`src/rtl/matrix_pkg.sv`:
```
// matrix_pkg: shared types and helpers for the sequential matrix multiplier.
// Holds the controller state encoding, the accumulator width rule, the
// flat-bus slot addressing helper and the unsigned saturation helper.
package matrix_pkg;

  typedef enum logic [1:0] {
    IDLE = 2'd0,
    RUN  = 2'd1,
    FIN  = 2'd2
  } state_e;

  localparam int DW_DEF   = 16;
  localparam int N_DEF    = 4;
  localparam int ACCW_DEF = 2 * DW_DEF + $clog2(N_DEF);

  // Accumulator width: a full product plus headroom for N additions.
  function automatic int acc_w(input int dw, input int n);
    return 2 * dw + $clog2(n);
  endfunction

  // Bit offset of element slot idx in a row-major flat bus; slot 0 sits in the MSBs.
  function automatic int slot_off(input int idx, input int n, input int dw);
    return (n * n - 1 - idx) * dw;
  endfunction

  // Unsigned clamp of v to the largest dw-bit value (dw < 64).
  function automatic logic [63:0] sat_u(input logic [63:0] v, input int dw);
    logic [63:0] mx;
    mx = (64'd1 << dw) - 64'd1;
    if (v > mx) begin
      return mx;
    end else begin
      return v;
    end
  endfunction

endpackage

```
`src/rtl/matrix_mac_unit.sv`:
```
// matrix_mac_unit: shared multiply-accumulate for matrix_mult_seq.
// Holds the running dot-product sum; on the last term it presents the
// completed element (acc + current product) and clears itself.
// Build option: define SATURATE_EN to clamp stored elements instead of wrapping.
module matrix_mac_unit
  import matrix_pkg::*;
#(
  parameter int DW   = DW_DEF,
  parameter int N    = N_DEF,
  parameter int ACCW = acc_w(DW, N)
) (
  input  logic          clk_i,
  input  logic          rst_i,
  input  logic          clr_i,
  input  logic          en_i,
  input  logic          last_i,
  input  logic [DW-1:0] a_i,
  input  logic [DW-1:0] b_i,
  output logic [DW-1:0] elem_o
);

  logic [2*DW-1:0] prod_s;
  logic [ACCW-1:0] sum_s;
  logic [ACCW-1:0] acc_d;
  logic [ACCW-1:0] acc_q;

  assign prod_s = a_i * b_i;
  assign sum_s  = acc_q + ACCW'(prod_s);

  // Next accumulator value: clear on start, restart after each finished element.
  always_comb begin
    acc_d = acc_q;
    if (clr_i) begin
      acc_d = '0;
    end else if (en_i) begin
      if (last_i) begin
        acc_d = '0;
      end else begin
        acc_d = sum_s;
      end
    end else begin
      acc_d = acc_q;
    end
  end

  // Accumulator register with synchronous reset.
  always_ff @(posedge clk_i) begin
    if (rst_i) begin
      acc_q <= '0;
    end else begin
      acc_q <= acc_d;
    end
  end

  // Element value presented to the result file: wrapped or clamped sum.
  always_comb begin
`ifdef SATURATE_EN
    elem_o = DW'(sat_u(64'(sum_s), DW));
`else
    elem_o = sum_s[DW-1:0];
`endif
  end

endmodule

```
`src/rtl/matrix_mult_seq.sv`:
```
// matrix_mult_seq: sequential R1xC1 * R2xC2 matrix multiplier (up to NxN).
// One product per RUN cycle through a shared MAC; operands and dimensions
// are captured on an accepted start so the loader may move on at once.
// Build option: SATURATE_EN (see matrix_mac_unit) selects clamping over wrap.
module matrix_mult_seq
  import matrix_pkg::*;
#(
  parameter int DW = DW_DEF,
  parameter int N  = N_DEF,
  localparam int DIMW = $clog2(N + 1)
) (
  input  logic                CLK,
  input  logic                RST,
  input  logic [N*N*DW-1:0]   flat_matrix_1,
  input  logic [N*N*DW-1:0]   flat_matrix_2,
  input  logic [DIMW-1:0]     R1,
  input  logic [DIMW-1:0]     C1,
  input  logic [DIMW-1:0]     R2,
  input  logic [DIMW-1:0]     C2,
  input  logic                readybit,
  output logic [N*N*DW-1:0]   res_mat,
  output logic                busy,
  output logic                done,
  output logic                err
);

  localparam logic [DIMW-1:0] ONE  = DIMW'(1);
  localparam logic [DIMW-1:0] DMAX = DIMW'(N);

  state_e              state_q;
  logic [N*N*DW-1:0]   a_q;
  logic [N*N*DW-1:0]   b_q;
  logic [N*N*DW-1:0]   res_q;
  logic [DIMW-1:0]     r1_q;
  logic [DIMW-1:0]     c1_q;
  logic [DIMW-1:0]     c2_q;
  logic [DIMW-1:0]     i_q;
  logic [DIMW-1:0]     j_q;
  logic [DIMW-1:0]     k_q;
  logic                busy_q;
  logic                done_q;
  logic                err_q;

  logic                start_s;
  logic                dim_ok_s;
  logic                last_s;
  logic                run_s;
  logic [DW-1:0]       a_el_s;
  logic [DW-1:0]       b_el_s;
  logic [DW-1:0]       elem_s;

  // Dimension check and per-cycle control decode.
  always_comb begin
    dim_ok_s = 1'b1;
    if ((R1 == '0) || (C1 == '0) || (R2 == '0) || (C2 == '0)) begin
      dim_ok_s = 1'b0;
    end else if ((R1 > DMAX) || (C1 > DMAX) || (R2 > DMAX) || (C2 > DMAX)) begin
      dim_ok_s = 1'b0;
    end else if (C1 != R2) begin
      dim_ok_s = 1'b0;
    end else begin
      dim_ok_s = 1'b1;
    end
    start_s = (state_q == IDLE) && readybit;
    run_s   = (state_q == RUN);
    last_s  = (k_q == (c1_q - ONE));
  end

  // Operand selection: A[i][k] and B[k][j] from the captured flat buses.
  always_comb begin
    a_el_s = a_q[slot_off(int'(i_q) * N + int'(k_q), N, DW) +: DW];
    b_el_s = b_q[slot_off(int'(k_q) * N + int'(j_q), N, DW) +: DW];
  end

  matrix_mac_unit #(
    .DW (DW),
    .N  (N)
  ) u_mac (
    .clk_i  (CLK),
    .rst_i  (RST),
    .clr_i  (start_s),
    .en_i   (run_s),
    .last_i (last_s),
    .a_i    (a_el_s),
    .b_i    (b_el_s),
    .elem_o (elem_s)
  );

  // Controller: state, index walk, operand capture and result file.
  always_ff @(posedge CLK) begin
    if (RST) begin
      state_q <= IDLE;
      a_q     <= '0;
      b_q     <= '0;
      res_q   <= '0;
      r1_q    <= '0;
      c1_q    <= '0;
      c2_q    <= '0;
      i_q     <= '0;
      j_q     <= '0;
      k_q     <= '0;
      busy_q  <= 1'b0;
      done_q  <= 1'b0;
      err_q   <= 1'b0;
    end else begin
      case (state_q)
        IDLE: begin
          if (readybit) begin
            a_q   <= flat_matrix_1;
            b_q   <= flat_matrix_2;
            r1_q  <= R1;
            c1_q  <= C1;
            c2_q  <= C2;
            res_q <= '0;
            i_q   <= '0;
            j_q   <= '0;
            k_q   <= '0;
            if (dim_ok_s) begin
              state_q <= RUN;
              busy_q  <= 1'b1;
            end else begin
              state_q <= FIN;
              done_q  <= 1'b1;
              err_q   <= 1'b1;
            end
          end
        end
        RUN: begin
          if (last_s) begin
            res_q[slot_off(int'(i_q) * N + int'(j_q), N, DW) +: DW] <= elem_s;
            k_q <= '0;
            if (j_q == (c2_q - ONE)) begin
              j_q <= '0;
              if (i_q == (r1_q - ONE)) begin
                i_q     <= '0;
                state_q <= FIN;
                busy_q  <= 1'b0;
                done_q  <= 1'b1;
              end else begin
                i_q <= i_q + ONE;
              end
            end else begin
              j_q <= j_q + ONE;
            end
          end else begin
            k_q <= k_q + ONE;
          end
        end
        FIN: begin
          state_q <= IDLE;
          done_q  <= 1'b0;
          err_q   <= 1'b0;
        end
        default: begin
          state_q <= IDLE;
          busy_q  <= 1'b0;
          done_q  <= 1'b0;
          err_q   <= 1'b0;
        end
      endcase
    end
  end

  assign res_mat = res_q;
  assign busy    = busy_q;
  assign done    = done_q;
  assign err     = err_q;

endmodule

```
`config.mk`:
```
export PLATFORM = sky130hd
export DESIGN_NAME = matrix_mult_seq
export DESIGN_NICKNAME = d
export VERILOG_FILES = /design/src/rtl/matrix_pkg.sv /design/src/rtl/matrix_mac_unit.sv /design/src/rtl/matrix_mult_seq.sv
export SDC_FILE = /design/constraint.sdc
export NUM_CORES = 2
export LEC_CHECK = 0
export ABC_AREA = 1
export ABC_CLOCK_PERIOD_IN_PS = 14000
export CELL_PAD_IN_SITES_DETAIL_PLACEMENT = 2
export CELL_PAD_IN_SITES_GLOBAL_PLACEMENT = 2
export CORE_ASPECT_RATIO = 0.75
export CORE_MARGIN = 2
export CORE_UTILIZATION = 25
export CTS_BUF_LIST = sky130_fd_sc_hd__clkbuf_16
export DETAILED_ROUTE_END_ITERATION = 10
export GPL_ROUTABILITY_DRIVEN = 1
export HOLD_SLACK_MARGIN = 0.05
export PLACE_DENSITY_LB_ADDON = 0.1
export SYNTH_ARGS = -nofsm -noshare
export SYNTH_HDL_FRONTEND = slang
export SYNTH_SLANG_ARGS = --single-unit
```
`constraint.sdc`:
```
create_clock -name CLK -period 14 [get_ports CLK]
set_input_delay 3.5 -clock CLK [delete_from_list [all_inputs] [get_ports CLK]]
set_output_delay 3.5 -clock CLK [all_outputs]
set_load 0.01 [all_outputs]
```
---- Word-level counts from Yosys, hierarchy flattened ----
Cells that the tools add are included.
storage, ports and cells
  logic and storage cells ................. 110
  input bits .............................. 527
  output and inout port bits .............. 259
  bits in registers ....................... 825
cells by class
  $lt $le $gt $ge ......................... 4
  bitwise operators ....................... 2
  shift operators ......................... 4
  multiplexer cells ....................... 37
  multipliers ............................. 1
  $add $sub $neg .......................... 14
  reduce and logical (&&, ||, !) cells .... 22
  eq/ne operators ......................... 12
operator list
  operator                                                                    count
  256-bit 2-to-1 mux                                                          2
  256-bit one-hot mux with 2 select lines                                     1
  256-bit by 11-bit indexed part select with 16-bit output                    2
  256-bit bitwise mux                                                         1
  16-bit by 33-bit variable shift with 256-bit output (first input constant)  1
  16-bit by 33-bit indexed part select with 256-bit output                    1
  34-bit by 32-bit adder with 34-bit output                                   1
  34-bit 2-to-1 mux                                                           1
  11-bit negation with 33-bit output                                          1
  16-bit by 16-bit multiplier with 32-bit output                              1
  3-bit 2-to-1 mux                                                            7
  4-bit by 6-bit subtractor with 7-bit output (first input constant)          3
  5-bit by 3-bit adder with 6-bit output                                      3
  3-bit one-hot mux with 2 select lines                                       3
  1-bit 2-to-1 mux                                                            13
  3-bit greater-than comparator (second input constant)                       4
  3-bit zero test                                                             4
  2-bit 2-to-1 mux                                                            5
  3-bit by 1-bit adder with 3-bit output (second input constant)              3
  3-bit equality test                                                         3
  3-bit by 1-bit subtractor with 3-bit output (second input constant)         3
  2-bit != test (second input constant)                                       4
  4-bit AND reduction                                                         2
  1-bit logical OR                                                            6
  16 further kinds                                                            21

---- Logic depth before layout (Yosys ltp) ----
  word-level depth ........................ 9
  gate-level depth with buffers ........... 45

---- Cells and area by module ----
A second synthesis with hierarchy kept.
unflattened totals
  cell total of the unflattened synthesis .. 5548
  area, all modules ....................... 39171.3 sq um
by module, submodules not included
  module           seq. area each (sq um)  area each (sq um)  instances  cells each
  matrix_mult_seq  15835.2                 33833.7            1          4779
  matrix_mac_unit  320.3                   5337.6             1          769

---- Worst setup path after synthesis ----
OpenSTA, ideal clock, no wires.
  kind .................................... reg-to-reg
  start ................................... reg k_q[0]
  end ..................................... reg res_q[175] (netlist: res_mat[175])
  stages on the path, launching flop included .. 41
  arrival ................................. 7.495 ns
  data required time ...................... 13.866 ns
  path slack .............................. 6.372 ns
  setup time .............................. 0.134 ns
  period minus slack after synthesis ...... 7.628 ns
  path through ............................ dfxtp_1 inv_2 buf_2 buf_2 buf_2 ha_1 ha_1 xor2_2 buf_4 buf_4 o221ai_1 nand3_1 a21oi_2 clkinv_1 nor2_1 fa_1 inv_1 fa_1 [... 5 more ...] fa_1 inv_1 ha_1 nand2_1 nor3_1 nand2_1 o211ai_1 a21o_1 a21oi_1 or2_2 nand2_1 a21oi_1 nand3_1 nand3_1 and2_1 buf_4 nand4_1 a21oi_1
between the ends
  word-level cells in the longest chain between the ends .. 9
  elaborated cells between the ends (all ways) .. 15
ends and longest elaborated chain
  what                                                                                line                                          source
  from (decl)                                                                         matrix_mult_seq.sv:39                         logic [DIMW-1:0] k_q;
  from (signal assigned)                                                              matrix_mult_seq.sv:146                        k_q <= k_q + ONE;
  5-bit by 3-bit adder with 6-bit output, on equally long branches                    matrix_mult_seq.sv:71, matrix_mult_seq.sv:72
  4-bit by 6-bit subtractor with 7-bit output                                         matrix_pkg.sv:23                              return (n * n - 1 - idx) * dw;
  256-bit by 11-bit indexed part select with 16-bit output, on equally long branches  matrix_mult_seq.sv:71, matrix_mult_seq.sv:72
  16-bit by 16-bit multiplier with 32-bit output                                      matrix_mac_unit.sv:27                         assign prod_s = a_i * b_i;
  34-bit by 32-bit adder with 34-bit output                                           matrix_mac_unit.sv:28                         assign sum_s = acc_q + ACCW'(prod_s);
  16-bit by 33-bit indexed part select with 256-bit output                            matrix_mult_seq.sv:130                        res_q[slot_off(int'(i_q) * N + int'(j_q), N, DW) +: DW] <= elem_s;
  256-bit bitwise mux                                                                 matrix_mult_seq.sv:130
  256-bit 2-to-1 mux                                                                  matrix_mult_seq.sv:129                        if (last_s) begin
  256-bit one-hot mux with 2 select lines                                             matrix_mult_seq.sv:106                        case (state_q)
  to (signal, indexed assignment)                                                     matrix_mult_seq.sv:130
  to (decl)                                                                           matrix_mult_seq.sv:33                         logic [N*N*DW-1:0] res_q;
Parallel ways exist; a longest one is shown, timed or not. The select of a mux whose other input is x is not followed.
A chain may end at the register's enable or synchronous reset.

---- Final worst setup path ----
  start ................................... reg k_q[0]
  end ..................................... reg res_q[27] (netlist: res_mat[27])
Same word-level chain as after synthesis.

==> qor.yml <==
drv_slew: 0
synth_top_area_cell: "dfxtp_1"
wire_per_inst_um: 23.9
root_buffer: "clkbuf_16"
io_pins: 786
worst_skew_pair.late_latency_ps: 740
cp-end-kind: "register"
fin_crit_ps: 9290
cp_slowest_cell: "nor2_1"
syn_area_um2: 39600
post_cts_buffers: 0
syn-num-nets: 6385
initial_core_util: 0.252
antenna_found_initial: 29
routed_wl_um: 202000
io_buffers: 785
htree_num_levels: 3
status: "finished, final reports clean"
grt_pass1_vias: 43700
postLayoutCoreUtil: 0.332
fin_setup_tns_ps: 0
fp-row-count: 126
grt_use_total: 0.244
synth-xor-area-share: 0.00853
cpPeakStageDelay_ps: 890
core-area_um2: 157000
cp_top_family: "adder cells"
place_congestion: 0.869
synth_seq_cells: 807
ys_async_sr_fraction: 0
slew_headroom: 0.151
max-cap-violations: 0
grt_pass1_wl_um: 297000
drive_above_1_share: 0.0493
num_vias: 40800
setup_viol: 0
synth.area.top_cells: "dfxtp_1 41%, nor2_1 15%, o21ai_0 9.7%"
synth_fa_ha_area_frac: 0.0728
final_hold_viol_count: 0
cp.required_ps: 14600
critPathMaxFanout: 27
ys_types: 51
synth.mux.area_fraction: 0
cts_made_buffers: 95
yosysMostFrequentCell: "nor2_1"
synth-simple-area-share: 0.265
post-route-drc-count: 0
area_growth_syn_to_layout_pct: 31.9
dp_hpwl_um: 151000
synth_compound_area_frac: 0.166
synth_seq_area_share: 0.408
yosysTopAreaCellShare: 0.408
hold_path_class: "reg -> reg"
rsz0062_at_grt: "no"
fin_skew_ps: 64.5
regArea_um2: 16200
hold_buffers: 0
yosys_warnings: 0
die_w_um: 464
cts.clk_slew.worst_paths_ps: 60
synth_enable_flop_cells: 0
cts_sinks: 807
hold_ws_ps: 447
worstMarginPinSlew_ps: 1270
place_ws_ps: 4750
synth_area_per_cell_um2: 6.97
die_h_um: 349
path_class: "reg -> reg"
synth_top_family_by_area: "simple AND/OR/NAND/NOR gates"
dieArea_um2: 162000
first_pass_iters: 5
gr-total-overflow: 0
cts_tree: "yes"
crit_buf_inv: 8
cts_buffer_depth: 3
nFillCells: 18500
start_kind: "register"
grt_max_degree: 221
setup_ws_ps: 4710
synth_ff_type: "dfxtp_1"
ant_nets: 0
max_freq_mhz: 108
drt-initial-drc-count: 2146
synthCells: 5684
nNetsFinal: 6945
reg2reg_slack_ps: 4710
period_share: 0.663
ctsResizeCount: 0
multi_input_area_um2: 20400
synth_common_cells: "1573 x nor2_1, 807 x dfxtp_1, 789 x nand2_1, 765 x o21ai_0, 361 x a21oi_1"
vias_per_cell: 4.83
cp.arrival_ps: 9890
-- stage by stage --
step	std cells	cell area (um2)
2_1_floorplan	5684	39600
3_3_place_gp	8259	49000
3_5_place_dp	8259	49000
4_1_cts	8435	52200
5_1_grt	8448	52300
6_report	8452	52300
-- sequential cells by signal, indices dropped and copies added (netlist names), 3 cells and up --
signal / count
i_q: 3
j_q: 3
b_q: 256
k_q: 3
u_mac.acc_q: 16
c2_q: 3
c1_q: 3
a_q: 256
res_mat: 256
r1_q: 3
-- layer usage --
metal / vias to the layer above / wire length, um / track usage
met2: 741 / 97600 / 0.417
met5: - / 41 / 0
met4: 6 / 5650 / 0.0684
li1: 19300 / - / -
met1: 20500 / 91700 / 0.318
met3: 229 / 7390 / 0.0353
-- kinds of logic after synthesis --
| logic type | after synthesis |
|---|---|
| buffers and inverters | 762 |
| XOR/XNOR | 33 |
| adder cells (fa/ha/maj) | 174 |
| AO/OA/AOI/OAI | 1255 |
| flip-flops | 807 |
| AND/OR/NAND/NOR | 2653 |
-- worst min-delay path, cell delays in order, from the launching register on --
cell and delay [ps]:
dfxtp_1 310, inv_1 50, a21oi_1 50
-- cells in the final DEF (no fill, tap or decap), types with 4 or more instances in the layout --
cell type	instances
nor2_1	1571
dfxtp_1	803
nand2_1	788
clkdlybuf4s50_1	784
o21ai_0	765
a21oi_1	361
inv_1	353
nand3_1	202
clkbuf_16	101
fa_1	94
ha_1	80
o211ai_1	75
buf_4	46
inv_2	38
clkinv_2	24
clkinv_1	23
nor2_2	20
nand4_1	18
diode_2	17
o21ai_1	17
xor2_1	16
bufinv_16	13
xnor2_1	12
a21oi_2	11
nand2_2	11
nor3_1	10
o221ai_1	8
nand3_2	6
nor4_1	6
nor2_4	5
o21bai_1	5
clkinvlp_4	4
dfxtp_4	4
-- final timing paths --
path	start	endpoint	cells after the start
min reg2reg	b_q[223]$_SDFFE_PP0P_	b_q[223]$_SDFFE_PP0P_	2
min	b_q[223]$_SDFFE_PP0P_	b_q[223]$_SDFFE_PP0P_	2
max reg2reg	k_q[0]$_SDFFE_PP0P_	res_mat[27]$_SDFFE_PP0P_	32
max	k_q[0]$_SDFFE_PP0P_	res_mat[27]$_SDFFE_PP0P_	32
-- cell type report --
type                       count  area share
antenna                       17    0.000814
sequential                   807       0.309
clock inverter                75      0.0142
inverter                     391      0.0286
multi-input combinational   4115       0.390
timing repair buffer         834       0.158
clock buffer                 101      0.0483
tap                         2112      0.0506
Power is not shown: default switching activity piles up to over one toggle a cycle in this logic, so the estimate is an artifact.
